<file path="src/rtl/apple_1_emu_mem_port.sv">
// Shares one synchronous single-port RAM between the CPU and a host emulation port.
// The host takes ownership through GRANT and gives it back through RELEASE.
module apple_1_emu_mem_port #(
  parameter int ADDR_W = 15,
  parameter int DATA_W = 8
) (
  input  logic              clk,
  input  logic              reset,
  input  logic [ADDR_W-1:0] cpu_addr,
  input  logic              cpu_we,
  input  logic [DATA_W-1:0] cpu_do,
  output logic [DATA_W-1:0] cpu_di,
  output logic              cpu_rdy,
  input  logic              emu_en,
  output logic              emu_active,
  input  logic              h_valid,
  output logic              h_ready,
  input  logic [1:0]        h_cmd,
  input  logic [ADDR_W-1:0] h_arg,
  output logic              rsp_valid,
  output logic [DATA_W-1:0] rsp_data,
  output logic [ADDR_W-1:0] ram_addr,
  output logic              ram_we,
  output logic [DATA_W-1:0] ram_din,
  input  logic [DATA_W-1:0] ram_dout
);

  typedef enum logic [2:0] {
    ST_CPU,
    ST_GRANT,
    ST_IDLE,
    ST_RD,
    ST_RELEASE
  } state_t;

  localparam logic [1:0] CMD_SET_ADDR = 2'b00;
  localparam logic [1:0] CMD_WRITE    = 2'b01;
  localparam logic [1:0] CMD_READ     = 2'b10;

  state_t              state_reg, state_next;
  logic [ADDR_W-1:0]   addr_ptr_reg, addr_ptr_next;
  logic [DATA_W-1:0]   rsp_data_reg;
  logic                host_accept;

  // A command is only taken while the host still wants the RAM.
  assign host_accept = (state_reg == ST_IDLE) && emu_en && h_valid;
  assign cpu_di      = ram_dout;

  always_ff @(posedge clk or negedge reset) begin
    if (!reset) begin
      state_reg    <= ST_CPU;
      addr_ptr_reg <= '0;
      rsp_data_reg <= '0;
    end else begin
      state_reg    <= state_next;
      addr_ptr_reg <= addr_ptr_next;
      if (state_reg == ST_RD) begin
        rsp_data_reg <= ram_dout;
      end
    end
  end

  always_comb begin
    state_next    = state_reg;
    addr_ptr_next = addr_ptr_reg;
    unique case (state_reg)
      ST_CPU: begin
        if (emu_en) state_next = ST_GRANT;
      end
      ST_GRANT: begin
        state_next = ST_IDLE;
      end
      ST_IDLE: begin
        if (!emu_en) begin
          state_next = ST_RELEASE;
        end else if (host_accept) begin
          unique case (h_cmd)
            CMD_SET_ADDR: addr_ptr_next = h_arg;
            CMD_WRITE:    addr_ptr_next = addr_ptr_reg + ADDR_W'(1);
            CMD_READ:     state_next    = ST_RD;
            default:      ;
          endcase
        end
      end
      ST_RD: begin
        // Pointer wraps naturally at the address width.
        addr_ptr_next = addr_ptr_reg + ADDR_W'(1);
        state_next    = emu_en ? ST_IDLE : ST_RELEASE;
      end
      ST_RELEASE: begin
        state_next = ST_CPU;
      end
      default: begin
        state_next = ST_CPU;
      end
    endcase
  end

  always_comb begin
    cpu_rdy    = 1'b0;
    emu_active = 1'b0;
    h_ready    = 1'b0;
    rsp_valid  = 1'b0;
    rsp_data   = rsp_data_reg;
    ram_addr   = addr_ptr_reg;
    ram_we     = 1'b0;
    ram_din    = h_arg[DATA_W-1:0];
    unique case (state_reg)
      ST_CPU: begin
        cpu_rdy  = 1'b1;
        ram_addr = cpu_addr;
        ram_we   = cpu_we;
        ram_din  = cpu_do;
      end
      ST_IDLE: begin
        emu_active = 1'b1;
        h_ready    = emu_en;
        ram_we     = host_accept && (h_cmd == CMD_WRITE);
      end
      ST_RD: begin
        emu_active = 1'b1;
        rsp_valid  = 1'b1;
        rsp_data   = ram_dout;
      end
      default: ;
    endcase
  end

endmodule

</file>
<file path="config.mk">
export PLATFORM = sky130hd
export DESIGN_NAME = apple_1_emu_mem_port
export DESIGN_NICKNAME = d
export VERILOG_FILES = /design/src/rtl/apple_1_emu_mem_port.sv
export SDC_FILE = /design/constraint.sdc
export NUM_CORES = 1
export LEC_CHECK = 0
export BUFFER_PORTS_ARGS = -buffer_cell sky130_fd_sc_hd__buf_4
export CORE_MARGIN = 5
export CORE_UTILIZATION = 40
export CTS_CLUSTER_SIZE = 14
export DETAILED_ROUTE_END_ITERATION = 7
export PLACE_DENSITY = 0.8
export SKIP_LAST_GASP = 1
export SLEW_MARGIN = 20
export SYNTH_ARGS = -nofsm -noshare
export SYNTH_HDL_FRONTEND = slang
export SYNTH_SLANG_ARGS = --single-unit
</file>
<file path="constraint.sdc">
create_clock -name clk -period 2.75 [get_ports clk]
set_clock_uncertainty 0.2 [all_clocks]
set_input_delay 0.1375 -clock clk [delete_from_list [all_inputs] [get_ports clk]]
set_output_delay 0.1375 -clock clk [all_outputs]
set_load 0.005 [all_outputs]
</file>
==> metrics.log, run 1 <==
[metrics] Setup Buffers After CTS: 0
[metrics] commonest cells after routing, fill and taps aside: 98 x buf_4, 33 x nand2_1, 26 x dfrtp_1, 21 x mux2_2, 17 x dlygate4sd3_1
[metrics] number of antenna-violating nets in the routed design: 0
[metrics] Die Footprint: 0.00605 sq mm
[metrics] static leakage power: 1.27 nW
[metrics] Final setup viols: 0
[metrics] ant diodes: 0
[metrics] weighted congestion reported at the end of routability-driven placement: 0.815
[metrics] origin of the critical flop-to-flop path: state_reg[0]
[metrics] length in cells of the worst reg-to-reg path: 5
[metrics] nature of the critical path startpoint: register
[metrics] number of antenna violations at the first check in global routing: 0
[metrics] endpoint of the worst register-to-register path: addr_ptr_reg[4]
[metrics] vertical die dimension: slightly below 80 um
[metrics] flip-flop count of the largest register after layout: 15
[metrics] Pre-antenna DRT Iters: 4
[metrics] count of final max-slew check failures: 0
[metrics] row count: 24
[metrics] data arrival time of the critical path: 1910 ps
[metrics] max-cap violations: 0
[metrics] Critical path origin: state_reg[0]
[metrics] Cell Area, Placed: 0.00248 sq mm
[metrics] largest net degree at the start of global routing: 27
[metrics] most common cell after layout, fill and taps aside: buf_4
[metrics] overall via count from detail_route: roughly 1,900
[metrics] setup repair after global routing missed its margin: false
[metrics] total core area: roughly 0.0044 sq mm
[metrics] final hold slack: -3.58 ps
[metrics] share of the clock period used by the worst path: 0.819
[metrics] Post-Route WL: around 5500 um
[metrics] actual transition at the worst max-transition pin: 764 ps
[metrics] utilization after layout: 0.617
[metrics] cell area power density: 953 mW/mm^2
[metrics] detailed-route wire length per cell: about 16 um
[metrics] post-synthesis cell area: 0.00184 sq mm
[metrics] effective utilization at floorplan: 0.417
[metrics] Clk pin slew, worst setup/hold paths: 90 ps
[metrics] total clock buffers created by CTS: 3
[metrics] peak fanout along the critical path: 19
[metrics] number of top-level pins: 97
[metrics] number of cells on the worst hold path: 3
[metrics] count of routing violations after the opening detailed-route iteration: 93
[metrics] violated checks: hold timing
[metrics] Syn. warnings: 0
[metrics] leading cell types by total area after synthesis: dfrtp_1 35%, mux2_2 13%, nand2_1 6.7%
[metrics] result of the run: complete, but fails checks
[metrics] #FFs+latches synth: 26
[metrics] setup slack of the critical path after layout: approximately 500 ps
[metrics] path type of the worst min-delay path: input port to register
[metrics] net total in the final layout: ~360
[metrics] fraction of final layout cells sized beyond drive strength 1: 0.430
[metrics] Synth Area per Inst: 9.02 sq um
[metrics] maximum buffer depth of the clock tree: 2
[metrics] endpoint kind of the worst setup timing path: output port
[metrics] minimum setup slack after placement: 560 ps
[metrics] final critical-path required period: 2250 ps
[metrics] estimated wirelength of the detail-placed design: 4020 um
[metrics] number of endpoints with negative hold slack in the final report: 2
[metrics] clock latency of the later-clocked register in the worst-skew pair: 270 ps
[metrics] max_slew headroom: 0.490
[metrics] TritonCTS Sinks: 26
[metrics] IR drop worst, VDD: 0.000400 V
[metrics] number of distinct standard cells referenced by the synthesized netlist: 40
[metrics] clock tree from TritonCTS: done
[metrics] post-synth top area cell: dfrtp_1
[metrics] crit path capture: rsp_data[7]
[metrics] Synthesized Nets: 258
[metrics] summed negative setup slack over all endpoints: 0 ps
[metrics] number of H-tree levels: 1
[metrics] number of I/O port buffers: 96
[metrics] DRC Markers: 0
[metrics] fillers: 386
[metrics] Area Growth Syn to Fin: 48.0%
[metrics] Achievable Freq: roughly 0.44 GHz
[metrics] residual overflow from global routing: 0
[metrics] root buffer selected by CTS: clkbuf_8
[metrics] FF-to-FF setup slack: 540 ps
[metrics] number of instances in the synthesized netlist: 204
[metrics] DR vias/cell: 5.46
[metrics] Non-Filler Cell Area, Final: 0.00272 sq mm
[metrics] area share of the leading cell type in the synthesized netlist: 0.354
[metrics] first-pass GRT wire length: around 9200 um
[metrics] worst setup path category: register to output port
[metrics] vias in the first global route: a little under 2,000
[metrics] width of the die: 77.8 um
[metrics] combined global-route utilization of all metal layers: 0.182
[metrics] data required time of the critical path: roughly 2400 ps
[metrics] register area share after synthesis: 0.354
-- critical path, cell delays in order, from the launching register on --
cell and delay [ps]:
dfrtp_1 530, nand3b_1 390, inv_2 410, nand2_1 110, nand2_1 90, buf_4 110
-- how the worst min path moves through the flow --
stage,start,endpoint,slack (ps)
after floorplan,reset,addr_ptr_reg[0],-360
after CTS,h_arg[7],addr_ptr_reg[7],0.4
final,h_arg[7],addr_ptr_reg[7],-4
after global routing,h_arg[6],addr_ptr_reg[6],20
after detailed placement,reset,state_reg[1],-140
after global placement,reset,state_reg[1],-130
-- logic make-up after synthesis --
| group | count (synthesis) | synth area share |
|---|---|---|
| buffers and inverters | 26 | 0.0925 |
| AO/OA/AOI/OAI | 55 | 0.202 |
| AND/OR/NAND/NOR | 72 | 0.199 |
| multiplexers | 24 | 0.146 |
| flip-flops | 26 | 0.354 |
| adder cells (fa/ha/maj) | 1 | 0.00680 |
-- synthesized netlist by cell type (all sizes together) --
cell type	instances
nand2	34
dfrtp	26
buf	22
mux2	22
a21oi	12
o21ai	9
o22ai	9
a2bb2oi	8
nand3	7
nor2	6
nor3	5
a31oi	4
and3	4
and4	3
inv	3
nand2b	3
nand4	3
o211ai	3
o21a	3
o22a	3
and2	2
mux2i	2
nand3b	2
nor2b	2
a211oi	1
a311oi	1
and3b	1
clkbuf	1
ha	1
o21ba	1
o32ai	1
-- power breakdown --
group | internal [mW] | switching [mW] | total, mW
clock | 0.195 | 0.127 | 0.322
sequential | 0.562 | 0.191 | 0.753
combinational | 0.856 | 0.664 | 1.52
total | 1.61 | 0.982 | 2.60
-- timing repair --
| item | CTS | global route |
|---|---|---|
| hold buffers | 17 | 0 |
| gates resized for setup | 0 | 0 |
| endpoints found under the hold margin | 42 | 0 |
-- metrics by stage --
stage               std cells  total power [mW]
finish                    352              2.60
global route              352              2.80
CTS                       352              2.62
detailed placement        331              2.27
global placement          331              2.24
floorplan                 204              1.63
-- layer usage --
layer	up-vias	track usage	part of all wire
met5	-	0	0
met2	87	0.305	0.48
met4	0	0.0515	0.014
met3	7	0.0417	0.090
li1	931	-	-
met1	896	0.232	0.42
-- layout make-up --
type / count / area, sq um / share of cell area
clock inverter: 1 / 30.0 / 0.0110
multi-input combinational: 152 / 1020 / 0.374
clock buffer: 3 / 41.3 / 0.0152
timing repair buffer: 115 / 906 / 0.333
inverter: 3 / 11.3 / 0.00414
tap: 52 / 65.1 / 0.0239
sequential: 26 / 651 / 0.239
Power figures use the tool's default switching activity.
==> run 2, diff against run 1 <==
==> constraint.sdc (replaced) <==
create_clock -name clk -period 2.3 [get_ports clk]
set_clock_uncertainty 0.2 [all_clocks]
set_input_delay 0.115 -clock clk [delete_from_list [all_inputs] [get_ports clk]]
set_output_delay 0.115 -clock clk [all_outputs]
set_load 0.005 [all_outputs]
==> run 2 against run 1 <==
Effect of this change:
- the run still ends with hold timing left
- register-to-register slack worse by 160 ps
- power up 17%
- sequential cell count is the same
- global-route usage up 0.20 points
- non-clock buffer count up 8
- combinational power grew 21%
- sequential share of layout area decreased by 0.48 points
- clock-buffer cell count up 1
- wire length increased by 0.41%
- clock power down 7.1%
==> metrics.log, run 2 (synthesis gave the netlist of run 1 again) <==
[metrics] result of the run: complete, but fails checks (unchanged)
[metrics] violated checks: hold timing (unchanged)
[metrics] static leakage power: 1.30 nW (was 1.27 nW)
[metrics] Pre-antenna DRT Iters: 4 (unchanged)
[metrics] Setup Buffers After CTS: 0 (unchanged)
[metrics] number of antenna violations at the first check in global routing: 0 (unchanged)
[metrics] endpoint kind of the worst setup timing path: output port (unchanged)
[metrics] Seq pwr share: 0.297 (was 0.290)
[metrics] number of I/O port buffers: 96 (unchanged)
[metrics] IR drop worst, VDD: 0.000505 V (was 0.000400 V)
[metrics] actual transition at the worst max-transition pin: 626 ps (was 764 ps)
[metrics] count of routing violations after the opening detailed-route iteration: 89 (was 93)
[metrics] width of the die: 77.8 um (unchanged)
[metrics] number of H-tree levels: 1 (unchanged)
[metrics] endpoint of the worst register-to-register path: addr_ptr_reg[14] (was addr_ptr_reg[4])
[metrics] clock tree from TritonCTS: done (unchanged)
[metrics] number of top-level pins: 97 (unchanged)
[metrics] weighted congestion reported at the end of routability-driven placement: 0.821 (was 0.815)
[metrics] ant diodes: 0 (unchanged)
[metrics] clock latency of the later-clocked register in the worst-skew pair: 270 ps (about the same)
[metrics] summed negative setup slack over all endpoints: 0 ps (unchanged)
[metrics] Non-Filler Cell Area, Final: 0.00278 sq mm (was 0.00272 sq mm)
[metrics] final hold slack: -1.21 ps (was -3.58 ps)
[metrics] vias in the first global route: 1,994 (was 1,928)
[metrics] estimated wirelength of the detail-placed design: 4040 um (was 4020 um)
[metrics] Die Footprint: 0.00605 sq mm (unchanged)
[metrics] effective utilization at floorplan: 0.417 (unchanged)
[metrics] detailed-route wire length per cell: 15.5 um (was 15.8 um)
[metrics] utilization after layout: 0.630 (was 0.617)
[metrics] setup repair after global routing missed its margin: false (unchanged)
[metrics] FF-to-FF setup slack: 380 ps (was 540 ps)
[metrics] net total in the final layout: 363 (was 355)
[metrics] vertical die dimension: 77.8 um (unchanged)
[metrics] setup slack of the critical path after layout: 199 ps (was 498 ps)
[metrics] Clk pin slew, worst setup/hold paths: 100 ps (was 90 ps)
[metrics] data arrival time of the critical path: 1790 ps (was 1910 ps)
[metrics] residual overflow from global routing: 0 (unchanged)
[metrics] Cell Area, Placed: 0.00250 sq mm (was 0.00248 sq mm)
[metrics] placed cell count: 334 (was 331)
[metrics] worst setup path category: register to output port (unchanged)
[metrics] length in cells of the worst reg-to-reg path: 5 (unchanged)
[metrics] final critical-path required period: 2100 ps
[metrics] peak fanout along the critical path: 16 (was 19)
[metrics] minimum setup slack after placement: 428 ps (was 560 ps)
[metrics] max-cap violations: 0 (unchanged)
[metrics] DRC Markers: 0 (unchanged)
[metrics] total clock buffers created by CTS: 3 (unchanged)
[metrics] fillers: 375 (was 386)
[metrics] path type of the worst min-delay path: input port to register (unchanged)
[metrics] cell area power density: 1090 mW/mm^2 (was 953 mW/mm^2)
[metrics] net switching power: 1.17 mW (was 0.982 mW)
[metrics] final non-filler cell total: 360 (was 352)
[metrics] number of endpoints with negative hold slack in the final report: 1 (was 2)
[metrics] combined global-route utilization of all metal layers: 0.184 (was 0.182)
[metrics] commonest cells after routing, fill and taps aside: 101 x buf_4, 33 x nand2_1, 26 x dfrtp_1, 22 x dlygate4sd3_1, 21 x mux2_2 (was 98 x buf_4, 33 x nand2_1, 26 x dfrtp_1, 21 x mux2_2, 17 x dlygate4sd3_1)
[metrics] count of final max-slew check failures: 0 (unchanged)
[metrics] maximum buffer depth of the clock tree: 2 (unchanged)
[metrics] share of power burned in the clock network: 0.098 (was 0.124)
[metrics] number of antenna-violating nets in the routed design: 0 (unchanged)
[metrics] overall via count from detail_route: 1,964 (was 1,921)
[metrics] Sw Share: 0.386 (was 0.378)
[metrics] flip-flop count of the largest register after layout: 15 (unchanged)
[metrics] share of the clock period used by the worst path: 0.914
[metrics] max_slew headroom: 0.582 (was 0.490)
[metrics] TritonCTS Sinks: 26 (unchanged)
[metrics] Final setup viols: 0 (unchanged)
[metrics] total core area: 0.00441 sq mm (unchanged)
[metrics] Pwr Total: 3.04 mW (was 2.60 mW)
[metrics] root buffer selected by CTS: clkbuf_8 (unchanged)
[metrics] largest net degree at the start of global routing: 27 (unchanged)
[metrics] Post-Route WL: 5570 um (was 5550 um)
[metrics] row count: 24 (unchanged)
[metrics] Area Growth Syn to Fin: 51.1% (was 48.0%)
[metrics] total internal power: 1.87 mW (was 1.61 mW)
[metrics] nature of the critical path startpoint: register (unchanged)
[metrics] first-pass GRT wire length: 9360 um (was 9200 um)
[metrics] DR vias/cell: 5.46 (about the same)
[metrics] startpoint of the lowest-slack hold path: h_arg[6] (was h_arg[7])
[metrics] Combinational Power Share: 0.604 (was 0.586)
[metrics] Achievable Freq: 0.476 GHz
[metrics] most common cell after layout, fill and taps aside: buf_4 (unchanged)
[metrics] crit path capture: ram_addr[0] (was rsp_data[7])
[metrics] Critical path origin: state_reg[0] (unchanged)
[metrics] fraction of final layout cells sized beyond drive strength 1: 0.429 (was 0.430)
[metrics] origin of the critical flop-to-flop path: addr_ptr_reg[0] (was state_reg[0])
[metrics] data required time of the critical path: 1990 ps (was 2410 ps)
[run 2: changes by cell type in the layout (fill, tap and decap cells not counted)]
cell | before | now
clkbuf_8 | 3 | 4
buf_4 | 98 | 101
dlygate4sd3_1 | 17 | 22
bufinv_16 | 1 | 0
[run 2: metal layers]
metal	vias to the layer above	wire length, um	GRT usage
met4	0	36	0.0430
met2	81	2660	0.300
met3	4	451	0.0475
met5	-	0	0
met1	934	2420	0.243
li1	945	-	-
[run 2: power by group through the flow]
stage / clock (mW) / sequential [mW] / combinational (mW)
finish: 0.299 / 0.903 / 1.84
global route: 0.314 / 0.949 / 2.02
CTS: 0.299 / 0.901 / 1.85
detailed placement: 0 / 0.910 / 1.81
global placement: 0 / 0.896 / 1.79
floorplan: 0 / 0.810 / 1.14
[run 2: repair_timing]
| item | in CTS | in global routing |
|---|---|---|
| endpoints found under the setup margin | 0 | 0 |
| resized for setup | 0 | 0 |
| endpoints found under the hold margin | 47 | 0 |
| hold buffers | 22 | 0 |
[run 2: worst min-delay path by stage]
stage	endpoint	slack [ps]	cells past startpoint
after global routing	addr_ptr_reg[6]	60	3
after floorplan	addr_ptr_reg[0]	-380	0
after CTS	addr_ptr_reg[6]	10	3
after detailed placement	state_reg[1]	-160	1
after global placement	state_reg[1]	-160	1
final	addr_ptr_reg[6]	-1	3
[run 2: layout make-up]
| cell class | instances | area [sq um] | area share |
|---|---|---|---|
| well taps | 52 | 65.1 | 0.0234 |
| multi-input cells | 152 | 1020 | 0.367 |
| clock buffers | 4 | 55.1 | 0.0198 |
| flip-flops and latches | 26 | 651 | 0.234 |
| repair buffers | 123 | 978 | 0.352 |
| inverters | 3 | 11.3 | 0.00405 |
[run 2: worst max-delay path, stage by stage (launching register included)]
cell	delay, ps
dfrtp_1	500
nor3_4	240
buf_4	260
mux2_2	370
buf_4	140
==> run 3, diff against run 2 <==
--- a/config.mk
+++ b/config.mk
@@ -10,7 +10,8 @@
 export CORE_UTILIZATION = 40
 export CTS_CLUSTER_SIZE = 14
 export DETAILED_ROUTE_END_ITERATION = 7
-export PLACE_DENSITY = 0.8
+export MAX_ROUTING_LAYER = met4
+export PLACE_DENSITY = 0.83
 export SKIP_LAST_GASP = 1
 export SLEW_MARGIN = 20
 export SYNTH_ARGS = -nofsm -noshare
==> constraint.sdc (replaced) <==
create_clock -name clk -period 1.8 [get_ports clk]
set_clock_uncertainty 0.2 [all_clocks]
set_input_delay 0.09 -clock clk [delete_from_list [all_inputs] [get_ports clk]]
set_output_delay 0.09 -clock clk [all_outputs]
set_load 0.005 [all_outputs]
==> run 3 against run 2 <==
Effect of this change:
- the run ends with setup timing left
- sequential power up 32%
- worst setup slack worse by 540 ps
- critical path type unchanged
- worst hold slack better by 36 ps
- wire length up 48%
- via count up 16%
- utilization up 15 points
==> metrics.log, run 3 (synthesis gave the netlist of run 1 again) <==
[metrics] result of the run: complete, but fails checks (unchanged)
[metrics] violated checks: setup timing (was hold timing)
[metrics] number of I/O port buffers: 96 (unchanged)
[metrics] origin of the critical flop-to-flop path: state_reg[2] (was addr_ptr_reg[0])
[metrics] flip-flop count of the largest register after layout: 15 (unchanged)
[metrics] width of the die: 77.8 um (unchanged)
[metrics] summed negative setup slack over all endpoints: -7800 ps (was 0 ps)
[metrics] nature of the critical path startpoint: register (unchanged)
[metrics] endpoint kind of the worst setup timing path: output port (unchanged)
[metrics] TritonCTS Sinks: 26 (unchanged)
[metrics] data arrival time of the critical path: 1850 ps (was 1790 ps)
[metrics] number of cells on the worst hold path: 4 (was 3)
[metrics] row count: 24 (unchanged)
[metrics] max_slew headroom: 0.690 (was 0.582)
[metrics] Pwr Total: 5.60 mW (was 3.04 mW)
[metrics] Clk pin slew, worst setup/hold paths: 100 ps (about the same)
[metrics] vertical die dimension: 77.8 um (unchanged)
[metrics] effective utilization at floorplan: 0.417 (unchanged)
[metrics] residual overflow from global routing: 0 (unchanged)
[metrics] FF-to-FF setup slack: -100 ps (was 380 ps)
[metrics] total clock buffers created by CTS: 3 (unchanged)
[metrics] weighted congestion reported at the end of routability-driven placement: 0.845 (was 0.821)
[metrics] Final setup viols: 40 (was 0)
[metrics] Worst Hold Path EP: addr_ptr_reg[3] (was addr_ptr_reg[6])
[metrics] net total in the final layout: 392 (was 363)
[metrics] share of the clock period used by the worst path: 1.19
[metrics] DR vias/cell: 5.88 (was 5.46)
[metrics] commonest cells after routing, fill and taps aside: 86 x buf_4, 37 x buf_6, 23 x dfrtp_1, 23 x dlygate4sd3_1, 22 x mux2_4 (was 101 x buf_4, 33 x nand2_1, 26 x dfrtp_1, 22 x dlygate4sd3_1, 21 x mux2_2)
[metrics] clock latency of the later-clocked register in the worst-skew pair: 280 ps (was 270 ps)
[metrics] most common cell after layout, fill and taps aside: buf_4 (unchanged)
[metrics] total core area: 0.00441 sq mm (unchanged)
[metrics] setup repair after global routing missed its margin: true (was false)
[metrics] count of routing violations after the opening detailed-route iteration: 174 (was 89)
[metrics] Area Growth Syn to Fin: 86.9% (was 51.1%)
[metrics] peak fanout along the critical path: 7 (was 16)
[metrics] number of antenna violations at the first check in global routing: 0 (unchanged)
[metrics] number of H-tree levels: 1 (unchanged)
[metrics] DRC Markers: 0 (unchanged)
[metrics] maximum buffer depth of the clock tree: 2 (unchanged)
[metrics] vias in the first global route: 2,051 (was 1,994)
[metrics] static leakage power: 1.64 nW (was 1.30 nW)
[metrics] cell area power density: 1630 mW/mm^2 (was 1090 mW/mm^2)
[metrics] Achievable Freq: 0.468 GHz
[metrics] overall via count from detail_route: 2,288 (was 1,964)
[metrics] first-pass GRT wire length: 9730 um (was 9360 um)
[metrics] worst setup path category: register to output port (unchanged)
[metrics] number of top-level pins: 97 (unchanged)
[metrics] IR drop worst, VDD: 0.000809 V (was 0.000505 V)
[metrics] number of endpoints with negative hold slack in the final report: 0 (was 1)
[metrics] estimated wirelength of the detail-placed design: 4270 um (was 4040 um)
[metrics] Pre-antenna DRT Iters: 6 (was 4)
[metrics] endpoint of the worst register-to-register path: addr_ptr_reg[12] (was addr_ptr_reg[14])
[metrics] length in cells of the worst reg-to-reg path: 6 (was 5)
[metrics] path type of the worst min-delay path: input port to register (unchanged)
[metrics] setup slack of the critical path after layout: -339 ps (was 199 ps)
[metrics] detailed-route wire length per cell: 21.2 um (was 15.5 um)
[metrics] data required time of the critical path: 1510 ps (was 1990 ps)
[metrics] combined global-route utilization of all metal layers: 0.199 (was 0.184)
[metrics] final critical-path required period: 2140 ps
[metrics] startpoint of the lowest-slack hold path: h_arg[3] (was h_arg[6])
[metrics] count of final max-slew check failures: 0 (unchanged)
[metrics] clock tree from TritonCTS: done (unchanged)
[metrics] largest net degree at the start of global routing: 27 (unchanged)
[metrics] root buffer selected by CTS: clkbuf_8 (unchanged)
[metrics] fraction of final layout cells sized beyond drive strength 1: 0.570 (was 0.429)
[metrics] max-cap violations: 0 (unchanged)
[metrics] ant diodes: 0 (unchanged)
[metrics] Post-Route WL: 8240 um (was 5570 um)
[metrics] actual transition at the worst max-transition pin: 465 ps (was 626 ps)
[metrics] minimum setup slack after placement: 83.3 ps (was 428 ps)
[metrics] number of antenna-violating nets in the routed design: 0 (unchanged)
[metrics] Die Footprint: 0.00605 sq mm (unchanged)
run 3: critical path, cell delays in order, from the launching register on:
cell,delay (ps)
dfrtp_2,480
nor3_4,320
buf_6,190
buf_8,150
mux2_4,320
buf_6,120
run 3: power by group:
group,switching (mW),total [mW],internal (mW)
Clock,0.196,0.494,0.298
Sequential,0.323,1.19,0.866
Combinational,1.62,3.91,2.29
Total,2.14,5.60,3.45
run 3: metal layers:
metal | wire, um | share of wire | GRT usage | up-vias
met3 | 702 | 0.085 | 0.0417 | 30
met1 | 3040 | 0.37 | 0.234 | 1110
li1 | - | - | - | 1007
met4 | 351 | 0.043 | 0.0412 | 0
met2 | 4140 | 0.50 | 0.349 | 141
met5 | 0 | 0 | - | -
run 3: area by class of cell:
class / count / area, sq um
multi-input combinational: 153 / 1250
fill: 255 / 976
sequential: 26 / 654
tap: 52 / 65.1
clock buffer: 3 / 41.3
clock inverter: 1 / 30.0
inverter: 3 / 13.8
timing repair buffer: 151 / 1390
run 3: repair_timing:
action                                  CTS  global route
hold buffers                             23             0
endpoints found under the setup margin   30            45
gates resized for setup                   8           103
pin swaps                                 1            20
cloned                                    1             4
setup buffers                             4            10
hold endpoints to repair                 48             0
run 3: worst max-delay path by stage:
stage | from | to | slack (ps) | cells past startpoint
2_1_floorplan | addr_ptr_reg[0] | addr_ptr_reg[14] | 30 | 6
3_3_place_gp | addr_ptr_reg[0] | addr_ptr_reg[14] | 120 | 5
3_5_place_dp | state_reg[0] | addr_ptr_reg[3] | 80 | 4
4_1_cts | state_reg[2] | ram_addr[14] | -170 | 5
5_1_grt | state_reg[0] | ram_addr[12] | -350 | 5
6_report | state_reg[0] | ram_addr[14] | -340 | 5
run 3: stage by stage:
stage,cell area (sq um),std cells,hold WS [ps],utilization
3_3_place_gp,2590,344,-185,0.587
4_1_cts,2970,376,35.5,0.672
5_1_grt,3440,389,44.0,0.779
3_5_place_dp,2590,344,-183,0.587
6_report,3440,389,34.3,0.779
2_1_floorplan,1840,204,-406,-
